File: config.mk
export PLATFORM = sky130hd
export DESIGN_NAME = serial_key_reader_flat
export DESIGN_NICKNAME = d
export VERILOG_FILES = /design/src/rtl/serial_key_reader_if.sv /design/src/rtl/serial_key_reader.sv /design/src/flat_wrapper.sv
export SDC_FILE = /design/constraint.sdc
export NUM_CORES = 1
export LEC_CHECK = 0
export CORE_MARGIN = 2
export CORE_UTILIZATION = 42
export DETAILED_ROUTE_END_ITERATION = 6
export GPL_TIMING_DRIVEN = 0
export HOLD_SLACK_MARGIN = 0.15
export MAX_ROUTING_LAYER = met4
export PLACE_DENSITY = 0.67
export RECOVER_POWER = 50
export SETUP_SLACK_MARGIN = 0.4
export SYNTH_ARGS = -nofsm -noshare
export SYNTH_HDL_FRONTEND = slang
export SYNTH_SLANG_ARGS = --single-unit
File: constraint.sdc
create_clock -name clk -period 2.63 [get_ports clk]
set_clock_uncertainty 0.15 [all_clocks]
set_input_delay 0.3945 -clock clk [delete_from_list [all_inputs] [get_ports clk]]
set_output_delay 0.3945 -clock clk [all_outputs]
set_load 0.01 [all_outputs]
File: src/rtl/serial_key_reader_if.sv
// serial_key_reader_if: controller request/result and key bus signals of the serial-key reader
interface serial_key_reader_if #(
  parameter int NUM_UNLOCK = 4,
  parameter int DATA_BITS = 16
);
  logic start;
  logic abort;
  logic [4*NUM_UNLOCK-1:0] unlock_code;
  logic sdrd;
  logic sser_n;
  logic ba13;
  logic ba12;
  logic [3:0] ba_nib;
  logic br_w;
  logic [DATA_BITS-1:0] data_out;
  logic busy;
  logic done;
  modport master (
    input start, abort, unlock_code, sdrd,
    output sser_n, ba13, ba12, ba_nib, br_w, data_out, busy, done
  );
  modport slave (
    output start, abort, unlock_code, sdrd,
    input sser_n, ba13, ba12, ba_nib, br_w, data_out, busy, done
  );
endinterface

File: src/rtl/serial_key_reader.sv
// serial_key_reader: issues unlock accesses then reads DATA_BITS serial key bits into data_out
module serial_key_reader #(
  parameter int NUM_UNLOCK = 4,
  parameter int DATA_BITS = 16,
  parameter int STROBE_CYCLES = 2,
  parameter logic [3:0] READ_NIB = 4'h0
) (
  input logic clk,
  input logic rst,
  serial_key_reader_if.master bus
);
  typedef enum logic [2:0] {IDLE, SETUP, STROBE, RECOVER, FINISH} state_t;
  state_t state;
  logic phase;
  logic [5:0] idx;
  logic [2:0] scnt;
  logic [4*NUM_UNLOCK-1:0] code;
  assign bus.ba13 = 1'b0;
  // bus outputs are loaded on entry to each state so they are registered and stable under sser_n
  always_ff @(posedge clk or posedge rst) begin
    if (rst) begin
      state <= IDLE;
      phase <= 1'b0;
      idx <= '0;
      scnt <= '0;
      code <= '0;
      bus.sser_n <= 1'b1;
      bus.ba12 <= 1'b0;
      bus.ba_nib <= 4'h0;
      bus.br_w <= 1'b0;
      bus.data_out <= '0;
      bus.busy <= 1'b0;
      bus.done <= 1'b0;
    end else if (bus.abort) begin
      state <= IDLE;
      bus.sser_n <= 1'b1;
      bus.ba12 <= 1'b0;
      bus.ba_nib <= 4'h0;
      bus.br_w <= 1'b0;
      bus.busy <= 1'b0;
      bus.done <= 1'b0;
    end else begin
      case (state)
        IDLE: begin
          bus.done <= 1'b0;
          if (bus.start) begin
            code <= bus.unlock_code;
            bus.data_out <= '0;
            phase <= 1'b0;
            idx <= '0;
            bus.busy <= 1'b1;
            bus.ba12 <= 1'b1;
            bus.br_w <= 1'b1;
            bus.ba_nib <= bus.unlock_code[3:0];
            state <= SETUP;
          end
        end
        SETUP: begin
          bus.sser_n <= 1'b0;
          scnt <= '0;
          state <= STROBE;
        end
        STROBE: begin
          if (scnt == 3'(STROBE_CYCLES - 1)) begin
            bus.sser_n <= 1'b1;
            state <= RECOVER;
            if (phase) bus.data_out <= (bus.data_out << 1) | DATA_BITS'(bus.sdrd);
          end else begin
            scnt <= scnt + 3'd1;
          end
        end
        RECOVER: begin
          if (!phase && idx == 6'(NUM_UNLOCK - 1)) begin
            phase <= 1'b1;
            idx <= '0;
            bus.ba_nib <= READ_NIB;
            state <= SETUP;
          end else if (phase && idx == 6'(DATA_BITS - 1)) begin
            bus.ba12 <= 1'b0;
            bus.br_w <= 1'b0;
            bus.ba_nib <= 4'h0;
            state <= FINISH;
          end else begin
            idx <= idx + 6'd1;
            bus.ba_nib <= phase ? READ_NIB : code[4*(int'(idx)+1) +: 4];
            state <= SETUP;
          end
        end
        FINISH: begin
          bus.done <= 1'b1;
          bus.busy <= 1'b0;
          state <= IDLE;
        end
        default: state <= IDLE;
      endcase
    end
  end
endmodule
File: src/flat_wrapper.sv
// flat-port wrapper written by rule: the top's interface ports become plain ports
module serial_key_reader_flat 
#(
  parameter int NUM_UNLOCK = 4,
  parameter int DATA_BITS = 16,
  parameter int STROBE_CYCLES = 2,
  parameter logic [3:0] READ_NIB = 4'h0
)
  (clk, rst, bus_start, bus_abort, bus_unlock_code, bus_sdrd, bus_sser_n, bus_ba13, bus_ba12, bus_ba_nib, bus_br_w, bus_data_out, bus_busy, bus_done);
  serial_key_reader_if #(.NUM_UNLOCK(NUM_UNLOCK), .DATA_BITS(DATA_BITS)) bus_i ();
  input logic clk;
  input logic rst;
  input wire logic [$bits(bus_i.start)-1:0] bus_start;
  input wire logic [$bits(bus_i.abort)-1:0] bus_abort;
  input wire logic [$bits(bus_i.unlock_code)-1:0] bus_unlock_code;
  input wire logic [$bits(bus_i.sdrd)-1:0] bus_sdrd;
  output wire logic [$bits(bus_i.sser_n)-1:0] bus_sser_n;
  output wire logic [$bits(bus_i.ba13)-1:0] bus_ba13;
  output wire logic [$bits(bus_i.ba12)-1:0] bus_ba12;
  output wire logic [$bits(bus_i.ba_nib)-1:0] bus_ba_nib;
  output wire logic [$bits(bus_i.br_w)-1:0] bus_br_w;
  output wire logic [$bits(bus_i.data_out)-1:0] bus_data_out;
  output wire logic [$bits(bus_i.busy)-1:0] bus_busy;
  output wire logic [$bits(bus_i.done)-1:0] bus_done;
  assign bus_i.start = bus_start;
  assign bus_i.abort = bus_abort;
  assign bus_i.unlock_code = bus_unlock_code;
  assign bus_i.sdrd = bus_sdrd;
  assign bus_sser_n = bus_i.sser_n;
  assign bus_ba13 = bus_i.ba13;
  assign bus_ba12 = bus_i.ba12;
  assign bus_ba_nib = bus_i.ba_nib;
  assign bus_br_w = bus_i.br_w;
  assign bus_data_out = bus_i.data_out;
  assign bus_busy = bus_i.busy;
  assign bus_done = bus_i.done;
  serial_key_reader #(.NUM_UNLOCK(NUM_UNLOCK), .DATA_BITS(DATA_BITS), .STROBE_CYCLES(STROBE_CYCLES), .READ_NIB(READ_NIB)) u_core (.clk(clk), .rst(rst), .bus(bus_i));
endmodule
# Word-level counts from Yosys, hierarchy flattened
# Index checks and enable logic that the tools add are counted.
[totals] reg_bits=53 wordCells=91
[op_classes] add_sub_neg=3 eq_ne=17 shifts=1 muxes=37 bitwise=2 reduce_logical=20
[op_table] op="$mux W16" n=3
[op_table] op="$pmux W16 S2" n=1
[op_table] op="$shiftx A16 B32 Y4" n=1
[op_table] op="$mux W4" n=5
[op_table] op="$mux W3" n=6
[op_table] op="$mux W6" n=3
[op_table] op="$or A16 B1 Y16" n=1
[op_table] op="$pmux W3 S4" n=1
[op_table] op="$pmux W6 S2" n=1
[op_table] op="$reduce_and A4 Y1" n=3
[op_table] op="$mux W1" n=10
[op_table] op="$pmux W1 S2" n=5
[op_table] op="$ne A3 B2 Y1 const B" n=3
[op_table] op="$reduce_bool A3 Y1" n=3
[op_table] op="$pmux W4 S2" n=1
[op_table] op="$reduce_and A2 Y1" n=4
[op_table] op="$add A6 B1 Y7 const B" n=1
[op_table] op="$add A6 B1 Y6 const B" n=1
[op_table] op="$eq A3 B1 Y1 const B" n=2
[op_table] op="$eq A3 B2 Y1 const B" n=2
[op_table] op="$eq A6 B2 Y1 const B" n=1
[op_table] op="$eq A6 B4 Y1 const B" n=1
[op_table] op="$ne A2 B1 Y1 const B" n=3
[op_table] op="$ne A3 B3 Y1 const B" n=2
[op_table] op="other kinds (11)" n=16

# Logic depth before layout (Yosys ltp)
# Gate-level depths: netlist (run 1).
[logic_depth] word_depth=7 ltp_mapped=7

# Worst setup path before layout (run 1)
# OpenSTA, ideal clock, no wires.
[synth_path] path_type="flip-flop to flip-flop" startpoint="register u_core.scnt[1]" endpoint="register u_core.bus.data_out[1]" arrival_time_ns=1.588 path_slack_ns=0.771 path_stages_with_launch=8 n_path_buf=1 cell_sequence="dfrtp_1 inv_1 ha_1 nor2b_4 nand3_1 a211o_1 buf_6 a22o_1"
[synth_via] elab_chain_cells=3
[synth_rtl] element="start, declared" line_no="serial_key_reader.sv:16" text="logic [2:0] scnt;"
[synth_rtl] element="start signal, assigned" line_no="serial_key_reader.sv:69" text="scnt <= scnt + 3'd1;"
[synth_rtl] element="$eq A3 B1 Y1" line_no="serial_key_reader.sv:64" text="if (scnt == 3'(STROBE_CYCLES - 1)) begin"
[synth_rtl] element="$ne A2 B1 Y1 (no line)"
[synth_rtl] element="$reduce_and A5 Y1 (no line)"
[synth_rtl] element="end signal, assigned" line_no="serial_key_reader.sv:67" text="if (phase) bus.data_out <= (bus.data_out << 1) | DATA_BITS'(bus.sdrd);"
[synth_rtl] element="end, declared" line_no="serial_key_reader_if.sv:20" text="output sser_n, ba13, ba12, ba_nib, br_w, data_out, busy, done"
# Every way passes these cells.
# A chain may end at the register's enable or synchronous reset.

# Final worst setup path (run 1)
[layout_path] startpoint="register u_core.state[0]" endpoint="register u_core.bus.ba_nib[2]"
[layout_via] elab_chain_cells=3 word_cells_on_any_way=7 classes_between="2 x eq/ne; 2 x mux; 3 x reduce/logical"
[layout_rtl] element="start, declared" line_no="serial_key_reader.sv:13" text="state_t state;"
[layout_rtl] element="start signal, assigned" line_no="serial_key_reader.sv:22" text="state <= IDLE;"
[layout_rtl] element="start signal, assigned" line_no="serial_key_reader.sv:35" text="state <= IDLE;"
[layout_rtl] element="start signal, assigned" line_no="serial_key_reader.sv:55" text="state <= SETUP;"
[layout_rtl] element="$eq A3 B2 Y1 / $logic_not A3 Y1 (equally long branches)" line_no="serial_key_reader.sv:43" text="case (state)"
[layout_rtl] element="$pmux W4 S2 (tied with other cells)" line_no="serial_key_reader.sv:43"
[layout_rtl] element="$mux W4 / $reduce_and A2 Y1 (equally long branches)"
[layout_rtl] element="end signal, assigned" line_no="serial_key_reader.sv:54" text="bus.ba_nib <= bus.unlock_code[3:0];"
[layout_rtl] element="end signal, assigned" line_no="serial_key_reader.sv:85" text="bus.ba_nib <= phase ? READ_NIB : code[4*(int'(idx)+1) +: 4];"
[layout_rtl] element="end, declared" line_no="serial_key_reader_if.sv:20"
# Parallel ways exist; a longest one is shown, timed or not.

==> flow_summary_export.csv, run 1 <==
group,metric,value,unit
finish,seq_area,1227,um^2
timing,fin_crit,2.146,ns
detailed_routing,drc,0,
clock_tree,ctsResizeCount,0,
hold_path,hp-class,"register to register",
placement,numPortBuffers,45,
hold_path,hold_end,"u_core.bus.data_out[15]",
synth,ys_seq_area_frac,0.5177,
placement,place_congestion,0.8707,
worst_setup_path,cp_top_family,"buffers and inverters",
clock_tree,clk_latency,0.31,ns
floorplan,die_width,79.14,um
synth,netlist_instances,199,
finish,fin_nets,276,
grt,grt_pass1_vias,1684,
detailed_routing,via_count,1712,
worst_setup_path,crit_arrival,2.20,ns
worst_setup_path,critPathLaunchType,"register",
floorplan,core,5473,um^2
floorplan,rows,27,
grt,grt_max_degree,26,
clock_tree,cts_tree,"built",
timing,hold_viol_final,0,
clock_tree,cts_buffers,5,
synth,synth_top_area_share,0.5066,
worst_setup_path,r2r-end,"u_core.bus.ba_nib[2]",
grt,grt_use_total,0.1707,
pwr,power,1.789,mW
detailed_routing,drt_iter0_drc,104,
clock_tree,cts_buffer_depth,2,
clock_tree,cts_htree_levels,2,
finish,area_delta_synth_final,26.49,%
pwr,ir_drop,0.3659,mV
detailed_routing,drt-wirelength-per-cell,14.51,um
placement,dpl.cell_count,317,
pwr,power.internal,1.259,mW
synth,synth_nets,223,
synth,yosys-top-cells-area,"dfrtp_1 (51%), mux2_2 (6.2%), a22o_1 (5.9%), mux2i_1 (2.1%), buf_6 (1.9%)",
worst_setup_path,max_stage_delay,0.45,ns
grt,grt_pass1_wl,8.128,mm
flow_run,maxCapViolations,0,
synth,synth-main-ff-cell,"dfrtp_1",
worst_setup_path,crit_fanout,10,
worst_setup_path,worstPathRequired,2.68,ns
hold_path,hp-start,"u_core.bus.data_out[15]",
placement,dpl-instance-area,2932,um^2
worst_setup_path,critPathBufInv,2,
detailed_routing,wirelength,4.715,mm
synth,synth_cell_types,51,
synth,ys_ff_latch,49,
synth,synthesis.area,2371,um^2
clock_tree,cts_root_buf,"clkbuf_8",
timing,grt_setup_unrepaired,"no",
synth,synth_edf_count,0,
detailed_routing,vias_per_cell,5.268,
timing,fmax,0.4660,GHz
pwr,clock_power_share,0.270,
synth,avgSynthCellArea,11.91,um^2
worst_setup_path,path_cells,"clkbuf_1 > clkbuf_1 > nand2_1 > a21oi_1 > nor2_1 > a221o_1",
timing,finalSetupViolations,0,
pwr,swShare,0.2964,
worst_setup_path,r2r-start,"u_core.state[0]",
clock_tree,post-cts-setup-buffer-count,0,
timing,layout_setup_ws,0.4843,ns
detailed_routing,first_pass_iters,4,
worst_setup_path,slowest_stage,"clkbuf_1",
timing,tightestPinTransition,0.9219,ns
pwr,p_sw,530.2,uW
outcome,status,"finished, final reports clean",
clock_tree,cts_hold_buf,0,
floorplan,die_height,79.14,um
detailed_routing,route.antenna.remaining_nets,0,
floorplan,initial_core_util,0.4332,
finish,layout-drive-gt1-share,0.1542,
clock_tree,cts_sinks,49,
finish,instances_no_fill,325,
finish,multi_input_area,1016,um^2
worst_setup_path,critPathKind,"register to register",
timing,post-route-period-util,0.8159,
floorplan,io_pins,47,
synth,async_reset_ff_frac,1.000,
synth,yosysTopAreaCell,"dfrtp_1",
pwr,p_leak,1.287,nW
floorplan,die_area,6262,um^2
pwr,pwr-share-comb,0.221,
pwr,cellPowerDensity,596.4,nW/um^2
worst_setup_path,worstRegToRegCells,6,
finish,n_fill_cell,532,
pwr,p_seq_frac,0.509,
worst_setup_path,worst_path_most_repeated_cell,"clkbuf_1",
grt,overflow,0,
hold_path,hold_path_depth,1,
timing,slew_violations,0,
grt,antenna_found_initial,0,
timing,slew_headroom,0.3847,
clock_tree,path_clk_slew,0.10,ns
worst_setup_path,r2r_slack,0.48,ns
worst_setup_path,endpoint_kind,"register",
placement,place_ws,0.3246,ns
finish,fin_area,2999,um^2
timing,hold_ws,0.3606,ns
placement,detailed_place_hpwl,3.360,mm
synth,ys_warn_count,0,
finish,antenna_cells,0,
## worst max-delay path by stage
stage,from,end,slack (ns),cells past startpoint
2_1_floorplan,u_core.scnt[1],u_core.bus.data_out[1],0.77,7
3_3_place_gp,rst,u_core.bus.ba12,-0.08,2
3_5_place_dp,bus_start,u_core.code[4],0.32,5
4_1_cts,u_core.scnt[1],u_core.bus.data_out[7],0.60,7
5_1_grt,rst,u_core.state[0],0.24,3
6_report,u_core.state[0],u_core.bus.ba_nib[2],0.48,6
## metrics by stage
| stage | setup TNS (ns) | util |
|---|---|---|
| finish | 0 | 0.5480 |
| global route | 0 | 0.5480 |
| CTS | 0 | 0.5535 |
| detailed placement | 0 | 0.5357 |
| global placement | -3.926 | 0.5320 |
| floorplan | 0 | - |
## cell type report
cell class,instances,area share
Multi-Input combinational cell,130,0.3388
Timing Repair Buffer,46,0.1519
Clock inverter,3,0.009595
Tap cell,72,0.03004
Inverter,6,0.007509
Buffer,14,0.03004
Clock buffer,5,0.02295
Sequential cell,49,0.4093
## cell usage after synthesis, types with 2 or more instances
| cell | count |
|---|---|
| buf_4 | 4 |
| nand2_1 | 6 |
| nand3_1 | 4 |
| dfrtp_1 | 48 |
| o2bb2ai_1 | 5 |
| nor3_1 | 3 |
| nor4b_2 | 2 |
| buf_2 | 4 |
| nand3b_1 | 2 |
| o21a_1 | 2 |
| o21ai_0 | 7 |
| mux2_2 | 13 |
| inv_1 | 6 |
| a221o_1 | 4 |
| xnor2_1 | 2 |
| clkbuf_1 | 2 |
| buf_6 | 4 |
| nor2b_1 | 2 |
| nor3b_2 | 2 |
| ha_1 | 3 |
| a21oi_1 | 8 |
| nor2_1 | 10 |
| and3_1 | 2 |
| mux2i_1 | 5 |
| and2_1 | 6 |
| nor3b_1 | 2 |
| a22o_1 | 16 |
| nand2b_1 | 2 |
## kinds of logic after synthesis
| logic type | count (synthesis) | synth area share |
|---|---|---|
| AO/OA/AOI/OAI | 53 | 0.1694 |
| XOR/XNOR | 2 | 0.007389 |
| adder cells (fa/ha/maj) | 3 | 0.01583 |
| buffers and inverters | 20 | 0.05277 |
| flip-flops | 49 | 0.5177 |
| multiplexers | 18 | 0.08285 |
| other | 1 | 0.001582 |
| AND/OR/NAND/NOR | 53 | 0.1525 |
## worst register-to-register path, stage by stage, from the launching register on
cell and delay, ns:
dfrtp_1 0.33, clkbuf_1 0.35, clkbuf_1 0.45, nand2_1 0.14
a21oi_1 0.18, nor2_1 0.11, a221o_1 0.33
## flip-flops by register name, indices dropped and copies added (netlist names)
register and flops:
u_core.state 3, u_core.scnt 3, u_core.code 12, u_core.bus.busy 1, u_core.bus.ba12 1, u_core.bus.sser_n 1
u_core.bus.ba_nib 4, u_core.idx 6, u_core.bus.data_out 16, u_core.phase 1, u_core.bus.done 1
## layer usage
layer	wire length (um)	track usage	part of all wire
met5	0	-	0
met4	77	0.05690	0.016
met3	134	0.02841	0.028
met2	2197	0.2441	0.47
met1	2305	0.2480	0.49
## layout by cell type (no fill, tap or decap), drive strengths merged, types with 2 or more instances in the layout
master,n
dfrtp,48
clkdlybuf4s50,41
a22o,16
mux2,13
nor2,11
clkbuf,11
inv,9
buf,9
a21oi,8
o21ai,8
and2,6
nand2,6
mux2i,5
o2bb2ai,5
nand3,4
a221o,4
dlygate4sd3,4
nor3,4
nor3b,4
ha,3
nor2b,3
nor4b,3
nand2b,2
or3b,2
and3,2
nand3b,2
xnor2,2
o21a,2
## power by group through the flow
stage	logic [mW]	registers, mW	clock network [mW]
after floorplan	0.281	0.917	0
after CTS	0.411	0.914	0.503
after detailed placement	0.410	0.928	0
after global routing	0.440	0.926	0.531
after global placement	0.398	0.924	0
final	0.395	0.911	0.483
(Power assumes the default switching activity.)
==> run 2: changes to the inputs <==
==> constraint.sdc (replaced) <==
create_clock -name clk -period 2.17 [get_ports clk]
set_clock_uncertainty 0.15 [all_clocks]
set_input_delay 0.3255 -clock clk [delete_from_list [all_inputs] [get_ports clk]]
set_output_delay 0.3255 -clock clk [all_outputs]
set_load 0.01 [all_outputs]
==> run 2 against run 1 <==
Critical path depth up 1. Setup slack got worse by 0.22 ns. Non-clock buffer count rose by 14. Sequential power up 23%. Core utilization increased by 6.4 points. Critical endpoint is now u_core.bus.data_out[1]. Count of clock-buffer cells in the layout unchanged. Register-to-register slack worse by 0.22 ns. Highest routed layer unchanged. First-iteration DRC count up 23%.
==> flow_summary_export.csv, run 2 (same netlist as run 1, synthesis figures left out) <==
group,metric,value,unit
floorplan,rows,27,
clock_tree,cts_tree,"built",
grt,grt_use_total,0.1836,
detailed_routing,via_count,1804,
grt,grt_pass1_vias,1823,
timing,tightestPinTransition,0.9254,ns
finish,seq_area,1227,um^2
worst_setup_path,endpoint_kind,"register",
hold_path,hp-class,"register to register",
detailed_routing,route.antenna.remaining_nets,0,
pwr,power,2.542,mW
detailed_routing,first_pass_iters,4,
finish,instances_no_fill,339,
pwr,power.internal,1.867,mW
pwr,clock_power_share,0.301,
grt,overflow,0,
finish,multi_input_area,1172,um^2
worst_setup_path,critPathLaunchType,"register",
finish,fin_nets,290,
pwr,ir_drop,0.4525,mV
timing,fmax,0.5235,GHz
timing,finalSetupViolations,0,
pwr,pwr-share-comb,0.259,
pwr,swShare,0.2655,
worst_setup_path,crit_arrival,1.96,ns
worst_setup_path,critPathKind,"register to register",
grt,antenna_found_initial,0,
floorplan,core,5473,um^2
placement,numPortBuffers,45,
pwr,p_sw,674.7,uW
clock_tree,cts_sinks,49,
detailed_routing,drc,0,
floorplan,initial_core_util,0.4332,
placement,detailed_place_hpwl,3.509,mm
floorplan,die_height,79.14,um
finish,largest_reg_flops,16,
placement,dpl.cell_count,317,
flow_run,maxCapViolations,0,
finish,top_register,"u_core.bus.data_out",
floorplan,die_width,79.14,um
timing,hold_ws,0.3672,ns
clock_tree,clk_latency,0.30,ns
finish,layout_commonest_cell,"dfrtp_1",
detailed_routing,vias_per_cell,5.322,
grt,grt_max_degree,27,
finish,layout-drive-gt1-share,0.2622,
pwr,p_seq_frac,0.440,
clock_tree,cts_buffer_depth,2,
timing,post-route-period-util,0.8802,
worst_setup_path,worstPathRequired,2.22,ns
timing,slew_violations,0,
finish,mostFrequentLayoutCells,"dfrtp_1 (48), clkdlybuf4s50_1 (37), a22o_1 (16)",
timing,grt_setup_unrepaired,"yes",
floorplan,die_area,6262,um^2
pwr,cellPowerDensity,758.2,nW/um^2
floorplan,io_pins,47,
timing,slew_headroom,0.3824,
finish,n_fill_cell,459,
timing,hold_viol_final,0,
pwr,p_leak,1.440,nW
detailed_routing,wirelength,5.212,mm
clock_tree,cts_htree_levels,2,
grt,grt_pass1_wl,8.769,mm
finish,area_delta_synth_final,41.37,%
finish,final_core_util,0.6125,
finish,antenna_cells,0,
worst_setup_path,crit_fanout,8,
placement,place_congestion,0.7679,
outcome,status,"finished, final reports clean",
timing,fin_crit,1.910,ns
clock_tree,cts_root_buf,"clkbuf_8",
detailed_routing,drt_iter0_drc,128,
detailed_routing,drt-wirelength-per-cell,15.37,um
clock_tree,cts_buffers,5,
finish,top_regs,"u_core.bus.data_out (16), u_core.code (12), u_core.idx (6)",
clock_tree,path_clk_slew,0.09,ns
[run 2: cell count changes in the layout (fill, tap and decap cells not counted), moves of 3 or more]
| cell | delta |
|---|---|
| mux2_2 | -13 |
| mux2_4 | +13 |
| buf_4 | +9 |
| clkdlybuf4s25_1 | +5 |
| buf_6 | +4 |
| clkdlybuf4s50_1 | -4 |
| dlygate4sd3_1 | -3 |
| nor2_1 | -3 |
[run 2: final timing paths]
path | depth (start not counted) | to | startpoint | slack [ns]
worst max-delay path | 7 | u_core.bus.data_out[1] | u_core.scnt[1] | 0.26
worst min register to register | 1 | u_core.code[6] | u_core.code[6] | 0.37
min in group asynchronous | 2 | u_core.bus.data_out[2] | rst | 0.51
worst min-delay path | 1 | u_core.code[6] | u_core.code[6] | 0.37
max in group asynchronous | 3 | u_core.bus.busy | rst | 0.72
worst max register to register | 7 | u_core.bus.data_out[1] | u_core.scnt[1] | 0.26
[run 2: critical path, cell delays in order (launching register included)]
cell and delay, ns:
dfrtp_1 0.38, inv_1 0.06, ha_2 0.18, nor2b_4 0.17, nand3_4 0.10, a211o_4 0.41, buf_6 0.15, a22o_1 0.21
[run 2: repair_timing]
action	4_1_cts	5_1_grt
endpoints found under the hold margin	0	0
gates resized for setup	21	19
hold buffers	0	0
buffers inserted	8	5
pin swaps	4	11
setup endpoints to repair	36	42
cloned	1	0
[run 2: per-layer routing]
layer | wire, um | global-route usage | share of wire | vias up
li1 | - | - | - | 863
met5 | 0 | - | 0 | -
met4 | 78 | 0.06207 | 0.015 | 0
met2 | 2443 | 0.2695 | 0.47 | 34
met3 | 167 | 0.02841 | 0.032 | 6
met1 | 2522 | 0.2618 | 0.48 | 901
[run 2: layout make-up]
cell class,count,area share
buffer,14,0.03471
inverter,6,0.006719
multi-input combinational,130,0.3498
tap,72,0.02688
clock inverter,3,0.01941
timing repair buffer,60,0.1758
clock buffer,5,0.02053
sequential,49,0.3662
[run 2: through the flow]
stage          setup TNS (ns)  area [um^2]  setup WS (ns)
6_report                    0         3352         0.2599
5_1_grt                     0         3352         0.1669
4_1_cts                     0         3253         0.2783
3_5_place_dp          -0.4497         2968       -0.07911
3_3_place_gp           -21.72         2948        -0.4429
2_1_floorplan               0         2407         0.3129
[run 2: power groups by stage]
stage                     registers (mW)  clock network [mW]  logic (mW)
after floorplan                     1.12                   0       0.370
after global placement              1.13                   0       0.514
after detailed placement            1.13                   0       0.527
after CTS                           1.11               0.785       0.605
after global routing                1.13               0.830       0.718
final                               1.12               0.765       0.659
==> run 3: changes to the inputs <==
--- a/config.mk
+++ b/config.mk
@@ -6,12 +6,12 @@
 export NUM_CORES = 1
 export LEC_CHECK = 0
 export CORE_MARGIN = 2
-export CORE_UTILIZATION = 42
+export CORE_UTILIZATION = 49
 export DETAILED_ROUTE_END_ITERATION = 6
 export GPL_TIMING_DRIVEN = 0
 export HOLD_SLACK_MARGIN = 0.15
 export MAX_ROUTING_LAYER = met4
-export PLACE_DENSITY = 0.67
+export PLACE_DENSITY = 0.76
 export RECOVER_POWER = 50
 export SETUP_SLACK_MARGIN = 0.4
 export SYNTH_ARGS = -nofsm -noshare
==> constraint.sdc (replaced) <==
create_clock -name clk -period 2.17 [get_ports clk]
set_clock_uncertainty 0.15 [all_clocks]
set_input_delay 0.434 -clock clk [delete_from_list [all_inputs] [get_ports clk]]
set_output_delay 0.434 -clock clk [all_outputs]
set_load 0.01 [all_outputs]
==> run 3 against run 2 <==
Maximum frequency shrank 0.17%. Design area decreased by 0.30%. Sequential share of layout area increased by 0.15 points. Count of clock-buffer cells in the layout unchanged. Non-clock buffer count increased by 8. Critical path type unchanged. Critical endpoint is now u_core.bus.data_out[5]. Largest power group unchanged.
==> flow_summary_export.csv, run 3 (same netlist as run 1, synthesis figures left out) <==
group,metric,value,unit
floorplan,io_pins,47,
floorplan,initial_core_util,0.5053,
grt,grt_use_total,0.2110,
floorplan,die_width,73.56,um
finish,mostFrequentLayoutCells,"dfrtp_1 (47), dlygate4sd2_1 (27), buf_4 (19)",
detailed_routing,drt_iter0_drc,126,
finish,fin_nets,298,
hold_path,hold_path_depth,1,
clock_tree,path_clk_slew,0.10,ns
worst_setup_path,cp_top_family,"compound AO/OA/AOI/OAI gates",
worst_setup_path,endpoint_kind,"register",
timing,post-route-period-util,0.8817,
grt,grt_max_degree,26,
placement,place_congestion,0.9036,
clock_tree,cts_buffer_depth,2,
finish,top_register,"u_core.bus.data_out",
timing,layout_setup_ws,0.2567,ns
worst_setup_path,critPathBufInv,2,
detailed_routing,wl_met3,215,um
timing,hold_ws,0.3667,ns
outcome,status,"finished, final reports clean",
finish,layout_commonest_cell,"dfrtp_1",
placement,place_ws,-0.2012,ns
worst_setup_path,max_stage_delay,0.41,ns
worst_setup_path,path_cells,"inv_1 > ha_2 > nor2b_4 > nand3_4 > a211o_4 > buf_6 > a22o_1",
timing,fmax,0.5227,GHz
placement,numPortBuffers,45,
worst_setup_path,critPathKind,"register to register",
detailed_routing,first_pass_iters,4,
worst_setup_path,crit_fanout,8,
detailed_routing,dr.max_layer_used,"met4",
timing,slew_headroom,0.3551,
worst_setup_path,critPathLaunchType,"register",
finish,antenna_cells,0,
placement,detailed_place_hpwl,3.279,mm
floorplan,die_area,5411,um^2
floorplan,core,4692,um^2
timing,fin_crit,1.913,ns
pwr,cellPowerDensity,719.0,nW/um^2
hold_path,hp-class,"register to register",
flow_run,maxCapViolations,0,
grt,overflow,0,
grt,grt_pass1_wl,8.542,mm
clock_tree,cts_sinks,49,
finish,largest_reg_flops,16,
floorplan,die_height,73.56,um
worst_setup_path,crit_start,"u_core.scnt[1]",
worst_setup_path,worstPathRequired,2.23,ns
clock_tree,cts_tree,"built",
placement,dpl.cell_count,299,
pwr,ir_drop,0.5603,mV
hold_path,hp-start,"u_core.bus.data_out[12]",
clock_tree,cts_buffers,5,
worst_setup_path,crit_arrival,1.97,ns
clock_tree,cts_root_buf,"clkbuf_8",
pwr,power,2.403,mW
worst_setup_path,r2r-end,"u_core.bus.data_out[5]",
hold_path,hold_end,"u_core.bus.data_out[13]",
timing,grt_setup_unrepaired,"yes",
timing,tightestPinTransition,0.9662,ns
detailed_routing,vias_per_cell,5.638,
detailed_routing,via_count,1855,
worst_setup_path,slowest_stage,"a211o_4",
detailed_routing,drc,0,
worst_setup_path,worstRegToRegCells,7,
finish,top_regs,"u_core.bus.data_out (16), u_core.code (12), u_core.idx (6)",
clock_tree,cts_hold_buf,0,
detailed_routing,wirelength,5.393,mm
clock_tree,cts_htree_levels,2,
finish,seq_area,1229,um^2
worst_setup_path,r2r_slack,0.26,ns
detailed_routing,wl_met1,2.537,mm
detailed_routing,dr_wl_met2,2.528,mm
detailed_routing,drt-wirelength-per-cell,16.39,um
finish,layout-drive-gt1-share,0.2945,
timing,finalSetupViolations,0,
grt,grt_pass1_vias,1779,
timing,hold_viol_final,0,
grt,antenna_found_initial,0,
finish,n_fill_cell,342,
worst_setup_path,r2r-start,"u_core.scnt[1]",
pwr,p_leak,1.572,nW
finish,area_delta_synth_final,40.95,%
clock_tree,clk_latency,0.31,ns
floorplan,rows,25,
finish,multi_input_area,1192,um^2
timing,slew_violations,0,
finish,instances_no_fill,329,
detailed_routing,route.antenna.remaining_nets,0,
-- run 3: final cells by class --
type,count,area share
Sequential cell,49,0.3677
Inverter,6,0.006739
Multi-Input combinational cell,130,0.3568
Timing Repair Buffer,68,0.1846
Clock inverter,3,0.007862
Buffer,14,0.03557
Clock buffer,5,0.02059
Tap cell,54,0.02022
-- run 3: how the worst max path moves through the flow --
stage                             endpoint  slack [ns]  depth (start not counted)
floorplan           u_core.bus.data_out[1]        0.31                          7
global placement             u_core.idx[3]       -0.51                          2
detailed placement          u_core.code[5]       -0.20                          5
CTS                 u_core.bus.data_out[9]        0.28                          7
global route                 u_core.idx[4]        0.20                          6
finish              u_core.bus.data_out[5]        0.26                          7
-- run 3: per-stage QoR --
| stage | utilization | area [um^2] | TNS, ns |
|---|---|---|---|
| 2_1_floorplan | - | 2407 | 0 |
| 3_3_place_gp | 0.6235 | 2925 | -26.93 |
| 3_5_place_dp | 0.6277 | 2945 | -2.469 |
| 4_1_cts | 0.6811 | 3196 | 0 |
| 5_1_grt | 0.7123 | 3342 | 0 |
| 6_report | 0.7123 | 3342 | 0 |
-- run 3: routing by layer --
layer	vias up	global-route usage
met5	-	-
met4	0	0.05253
met3	16	0.04801
met2	51	0.3095
met1	904	0.2989
li1	884	-
-- run 3: repair_timing --
action / in CTS / in global routing
setup buffers: 11 / 10
pin swaps: 12 / 14
gates resized for setup: 54 / 15
endpoints found under the setup margin: 62 / 40
gates cloned: 1 / 0
endpoints found under the hold margin: 0 / 0
-- run 3: where the power goes --
part | leakage (nW) | switching [mW] | total (mW) | internal, mW
clock | 0.0495 | 0.334 | 0.574 | 0.240
combinational | 0.877 | 0.295 | 0.701 | 0.406
sequential | 0.645 | 0.0972 | 1.13 | 1.03
total | 1.57 | 0.727 | 2.40 | 1.68
-- run 3: worst reg2reg max path: stages (launching register included) --
cell and delay (ns):
dfrtp_1 0.39, inv_1 0.06, ha_2 0.17, nor2b_4 0.17, nand3_4 0.10, a211o_4 0.41, buf_6 0.15, a22o_1 0.22
